### src/rtl/fifo_pkg.sv
// fifo_pkg: shared constants and helpers for the parametrised synchronous FIFO.
package fifo_pkg;
    localparam int FIFO_MODE_STD  = 0;
    localparam int FIFO_MODE_FWFT = 1;
    localparam int DEF_AF_MARGIN  = 2;
    localparam int DEF_AE_THRESH  = 2;

    function automatic int fifo_clog2(input int n);
        int r = 0;
        while ((1 << r) < n) r++;
        return r;
    endfunction
endpackage

### src/rtl/fifo_mem_dp.sv
// fifo_mem_dp: dual-port storage array, synchronous write and asynchronous read.
module fifo_mem_dp
    import fifo_pkg::*;
#(
    parameter int WIDTH = 8,
    parameter int DEPTH = 16
)(
    input  logic                          CLK,
    input  logic                          we,
    input  logic [fifo_clog2(DEPTH)-1:0]  waddr,
    input  logic [WIDTH-1:0]              wdata,
    input  logic [fifo_clog2(DEPTH)-1:0]  raddr,
    output logic [WIDTH-1:0]              rdata
);
    logic [WIDTH-1:0] mem [DEPTH];

    always_ff @(posedge CLK)
        if (we) mem[waddr] <= wdata;

    assign rdata = mem[raddr];
endmodule

### src/rtl/fifo_sync_param.sv
// fifo_sync_param: single-clock FIFO with selectable read mode, occupancy count,
// programmable almost flags, sticky error flags and synchronous flush.
module fifo_sync_param
    import fifo_pkg::*;
#(
    parameter int WIDTH     = 8,
    parameter int DEPTH     = 16,
    parameter int FWFT      = FIFO_MODE_STD,
    parameter int AF_THRESH = DEPTH - DEF_AF_MARGIN,
    parameter int AE_THRESH = DEF_AE_THRESH
)(
    input  logic                        CLK,
    input  logic                        rst_n,
    input  logic                        flush,
    input  logic                        push,
    input  logic                        pop,
    input  logic [WIDTH-1:0]            Data_In,
    input  logic                        clr_err,
    output logic [WIDTH-1:0]            Data_Out,
    output logic                        Data_Valid,
    output logic                        Full,
    output logic                        Empty,
    output logic                        Almost_Full,
    output logic                        Almost_Empty,
    output logic [fifo_clog2(DEPTH):0]  Count,
    output logic                        Overflow,
    output logic                        Underflow
);
    localparam int AW = fifo_clog2(DEPTH);
    localparam int CW = AW + 1;

    if (DEPTH < 2 || (DEPTH & (DEPTH - 1)) != 0) begin : g_chk_depth
        $fatal(1, "fifo_sync_param: DEPTH must be a power of 2 and >= 2");
    end
    if (WIDTH < 1) begin : g_chk_width
        $fatal(1, "fifo_sync_param: WIDTH must be >= 1");
    end
    if (AF_THRESH < 1 || AF_THRESH > DEPTH) begin : g_chk_af
        $fatal(1, "fifo_sync_param: AF_THRESH out of range 1..DEPTH");
    end
    if (AE_THRESH < 0 || AE_THRESH > DEPTH - 1) begin : g_chk_ae
        $fatal(1, "fifo_sync_param: AE_THRESH out of range 0..DEPTH-1");
    end
    if (FWFT != FIFO_MODE_STD && FWFT != FIFO_MODE_FWFT) begin : g_chk_mode
        $fatal(1, "fifo_sync_param: FWFT must be 0 or 1");
    end

    logic [AW-1:0]    wr_ptr, rd_ptr;
    logic [CW-1:0]    count_nxt;
    logic [WIDTH-1:0] rd_data, dout_r;
    logic             valid_r, pop_ok, push_ok, pop_err, push_err;

    // Flush swallows same-cycle requests, so they neither move data nor raise errors.
    always_comb begin
        pop_ok    = pop & ~Empty & ~flush;
        push_ok   = push & (~Full | pop_ok) & ~flush;
        pop_err   = pop & Empty & ~flush;
        push_err  = push & Full & ~pop_ok & ~flush;
        count_nxt = flush ? '0 : Count + CW'(push_ok) - CW'(pop_ok);
    end

    fifo_mem_dp #(.WIDTH(WIDTH), .DEPTH(DEPTH)) u_mem (
        .CLK   (CLK),
        .we    (push_ok),
        .waddr (wr_ptr),
        .wdata (Data_In),
        .raddr (rd_ptr),
        .rdata (rd_data)
    );

    always_ff @(posedge CLK or negedge rst_n) begin
        if (!rst_n) begin
            wr_ptr       <= '0;
            rd_ptr       <= '0;
            Count        <= '0;
            Full         <= 1'b0;
            Empty        <= 1'b1;
            Almost_Full  <= 1'b0;
            Almost_Empty <= 1'b1;
            Overflow     <= 1'b0;
            Underflow    <= 1'b0;
            dout_r       <= '0;
            valid_r      <= 1'b0;
        end else begin
            wr_ptr       <= flush ? '0 : wr_ptr + AW'(push_ok);
            rd_ptr       <= flush ? '0 : rd_ptr + AW'(pop_ok);
            Count        <= count_nxt;
            Full         <= count_nxt == CW'(DEPTH);
            Empty        <= count_nxt == '0;
            Almost_Full  <= count_nxt >= CW'(AF_THRESH);
            Almost_Empty <= count_nxt <= CW'(AE_THRESH);
            Overflow     <= push_err | (Overflow & ~clr_err);
            Underflow    <= pop_err | (Underflow & ~clr_err);
            dout_r       <= pop_ok ? rd_data : dout_r;
            valid_r      <= (FWFT == FIFO_MODE_FWFT) ? (count_nxt != '0) : pop_ok;
        end
    end

    // FWFT shows the head word directly; zero while empty keeps the reset value visible.
    assign Data_Out   = (FWFT == FIFO_MODE_FWFT) ? (valid_r ? rd_data : '0) : dout_r;
    assign Data_Valid = valid_r;
endmodule

### config.mk
export PLATFORM = sky130hd
export DESIGN_NAME = fifo_sync_param
export DESIGN_NICKNAME = d
export VERILOG_FILES = /design/src/rtl/fifo_pkg.sv /design/src/rtl/fifo_mem_dp.sv /design/src/rtl/fifo_sync_param.sv
export SDC_FILE = /design/constraint.sdc
export NUM_CORES = 1
export LEC_CHECK = 0
export CAP_MARGIN = 20
export CORE_UTILIZATION = 62
export CTS_BUF_LIST = sky130_fd_sc_hd__clkbuf_8
export DETAILED_ROUTE_END_ITERATION = 10
export PLACE_DENSITY = 0.88
export SYNTH_ARGS = -nofsm -noshare
export SYNTH_HDL_FRONTEND = slang
export SYNTH_SLANG_ARGS = --single-unit
### constraint.sdc
create_clock -name CLK -period 3.9 [get_ports CLK]
set_clock_uncertainty 0.2 [all_clocks]
set_input_delay 0.585 -clock CLK [delete_from_list [all_inputs] [get_ports CLK]]
set_output_delay 0.585 -clock CLK [all_outputs]
set_load 0.005 [all_outputs]
==> metrics.md <==
| Metric | Value |
|---|---|
| Status | finished, final reports clean |
| Final wirelength | 12.34 mm |
| Dpl hpwl | 7.976 mm |
| Main combinational cell family by area after synthesis | multiplexers |
| Crit. Startpoint | pop |
| Fill count | 560 |
| DRT Pass-1 Iters | 4 |
| Core Util, Final | 0.7375 |
| Synth Area per Inst | 17.58 µm² |
| Synthesized area | 0.006241 mm² |
| Leak | 2.480 nW |
| Sw frac | 0.2433 |
| Req. time, crit path | 4.01 ns |
| I/O pin count | 34 |
| Final global-route overflow total | 0 |
| Fin crit period | 3.303 ns |
| Post-Synth XOR/XNOR Area | 0.008420 |
| Hold WC Path Type | reg -> reg |
| Area grow syn2layout | 15.50% |
| Vias per cell | 6.153 |
| Synth cell types | 38 |
| Latest clock arrival within the worst-skew pair | 0.44 ns |
| Chip Height | 102.3 µm |
| Setup-failing EPs final | 0 |
| Max rail drop VDD | 0.0003152 V |
| Startpoint types | primary input |
| Core Region | 0.009774 mm² |
| Hold_buf cts | 0 |
| Synth Area in Simple Gates | 0.06034 |
| CTS tree | yes |
| Placement Cell Area | 0.006731 mm² |
| Ranking of synthesized cells by area | edfxtp_1 62%, mux4_2 11%, dfrtp_1 10%, ha_1 1.8%, nor2_1 1.7% |
| Critical path class | in -> reg |
| All-Layer GR Usage | 0.2590 |
| Post-CTS setup buffer count | 0 |
| Cell mode on critical path | inv_1 |
| Fmax achieved | 302.8 MHz |
| FF+latch count, synth | 156 |
| Synth Area in Compound Gates | 0.04150 |
| Initial antenna violation count | 0 |
| Die area | 0.01047 mm² |
| Syn_nets | 379 |
| DR vias | 3384 |
| Cts bufs inserted | 17 |
| Post-synthesis mux area share | 0.1135 |
| Hold path start | Data_Out[6] |
| Count leader, synth | edfxtp_1 |
| CTS sink cnt | 156 |
| RSZ-0062 raised after global routing | no |
| Final ANT Viol Nets | 0 |
| Internal Power | 0.003115 W |
| Fin area | 0.007208 mm² |
| Flop pwr share | 0.490 |
| Antenna diodes | 0 |
| Ys Warns | 0 |
| Worst path slowest cell | clkdlybuf4s50_1 |
| Commonest cells post-synth | 128 x edfxtp_1, 31 x mux4_2, 28 x nor2_1 |
| # rows | 36 |
| # port buffers | 33 |
| Post-synth top area share | 0.6159 |
| Sw Pwr | 0.001002 W |
| WL/cell | 22.44 µm |
| Total of max-cap violations | 0 |
| Fraction of registers with async set/reset | 0.1795 |
| Share of cells above drive strength 1 | 0.2062 |
| Crit path largest cell delay | 0.48 ns |
| Tcrit/Tclk final | 0.8468 |
| Cells after Synth | 355 |
| Vias in the first global route | 3389 |
| Final hold vios | 0 |
| Root Buffer | clkbuf_8 |
| Adder and majority gate portion of the synthesized area | 0.02125 |
| Gpl congestion | 0.8230 |
| First-pass GRT wire length | 18.68 mm |
| Post-synth EDFFs | 128 |
| Cells along the critical path | clkdlybuf4s50_1, inv_1, or3_1, inv_1, ha_1, inv_1, ha_1, inv_1, fa_1, nor2b_1, o21ai_1, nand4b_1, nand2_1, a2111oi_0 |
| Slew Viols, Final | 0 |
| Clk pin slew, worst setup/hold paths | 0.08 ns |
| Slew @ Worst Pin | 0.9091 ns |
| Reg2reg start | Empty |
| PD cells | 571.1 mW/mm² |
| Setup crit end kind | register |
| Rel. slew slack | 0.3939 |
| Register area share after synthesis | 0.7285 |
| DRC viols | 0 |
| Clock buffer depth | 2 |
| Initial core utilization | 0.6385 |
| Clock Power Share | 0.345 |
| Final net count | 428 |
| CTS H-Tree Depth | 4 |
| Worst EP arrival | 3.42 ns |
| DRT iter0 DRCs | 402 |
| Die width | 102.3 µm |
| Main flop type after synthesis | edfxtp_1 |
| Final setup TNS | 0 ns |
| Max FO, Critical Path | 4 |
| Largest net degree at the start of global routing | 29 |
| Post-CTS resize count | 0 |
| Comb pwr share | 0.165 |
| Yosys top cell by area | edfxtp_1 |
## state kept, by name (all words and copies together) (netlist names)
register / cells
Almost_Empty: 1
Data_Out: 8
Almost_Full: 1
Overflow: 1
wr_ptr: 4
Data_Valid: 1
Empty: 1
Full: 1
u_mem.mem: 128
Underflow: 1
rd_ptr: 4
Count: 5
## metrics by stage
step / hold WS (ns) / std cells / power (W) / worst slack [ns]
final: 0.3188 / 550 / 0.004116 / 0.5973
after CTS: 0.3215 / 550 / 0.004127 / 0.6211
after detailed placement: 0.3020 / 518 / 0.002722 / 0.1639
after floorplan: 0.08941 / 355 / 0.002414 / 0.8010
after global routing: 0.3505 / 550 / 0.004262 / 0.4085
after global placement: 0.2796 / 518 / 0.002682 / 0.2950
## power groups by stage
stage | clock network (W) | logic (W) | registers [W]
after global placement | 0 | 0.000636 | 0.00205
after CTS | 0.00143 | 0.000676 | 0.00202
final | 0.00142 | 0.000678 | 0.00202
after detailed placement | 0 | 0.000667 | 0.00205
after global routing | 0.00149 | 0.000739 | 0.00203
after floorplan | 0 | 0.000403 | 0.00201
## metal layers
metal,GRT usage,vias to the layer above,routed length (µm)
met5,0,-,0
met4,0.1154,0,339
met3,0.05677,29,993
met2,0.4089,198,6170
met1,0.3525,1703,4839
li1,-,1454,-
## path summary, 6_finish.rpt
path	endpoint	slack [ns]	depth (start not counted)
max	Almost_Empty	0.60	14
min	Data_Out[6]	0.32	2
max reg2reg	Almost_Empty	0.87	12
min reg2reg	Data_Out[6]	0.32	2
max in group asynchronous	Empty	2.86	2
min in group asynchronous	Count[4]	0.34	2
## layout make-up
class                   instances  area, µm²  area share
clock inverters                15      242.7     0.03367
flip-flops and latches        156       4548      0.6310
clock buffers                  17      234.0     0.03246
well taps                     133      166.4     0.02309
multi-input cells             168       1529      0.2121
inverters                      14      52.55    0.007290
repair buffers                 47      435.4     0.06041
## critical path, delay by kind of cell
family,cells,cell delay [ns]
AO/OA/AOI/OAI,2,0.50
adder cells (fa/ha/maj),3,0.78
buffers and inverters,5,0.77
AND/OR/NAND/NOR,4,0.77
## logic make-up after synthesis
family | count (synthesis)
and+or+nand+nor | 83
muxes | 32
adders and majority gates | 10
AOI/OAI and AO/OA | 37
buffers and inverters | 31
xor gates and xnor gates | 6
DFF | 156
## layout by cell type (no fill, tap or decap), types with 2 or more instances in the layout
| cell type | instances |
|---|---|
| nand3_1 | 4 |
| nor2b_1 | 8 |
| a21oi_1 | 5 |
| ha_1 | 9 |
| bufinv_16 | 6 |
| clkbuf_8 | 17 |
| nand2b_1 | 2 |
| a22oi_2 | 7 |
| clkinv_1 | 2 |
| dfstp_2 | 2 |
| clkdlybuf4s50_1 | 33 |
| buf_4 | 14 |
| clkinvlp_4 | 2 |
| a2111oi_0 | 2 |
| dfrtp_1 | 25 |
| nand3b_1 | 3 |
| xor2_1 | 3 |
| o21ai_1 | 8 |
| inv_6 | 3 |
| mux4_2 | 31 |
| o21ai_0 | 11 |
| edfxtp_1 | 128 |
| inv_1 | 14 |
| or3_1 | 2 |
| xnor2_1 | 3 |
| nand2_1 | 27 |
| nor3_1 | 6 |
| nor2_1 | 28 |
(Power assumes the default switching activity.)
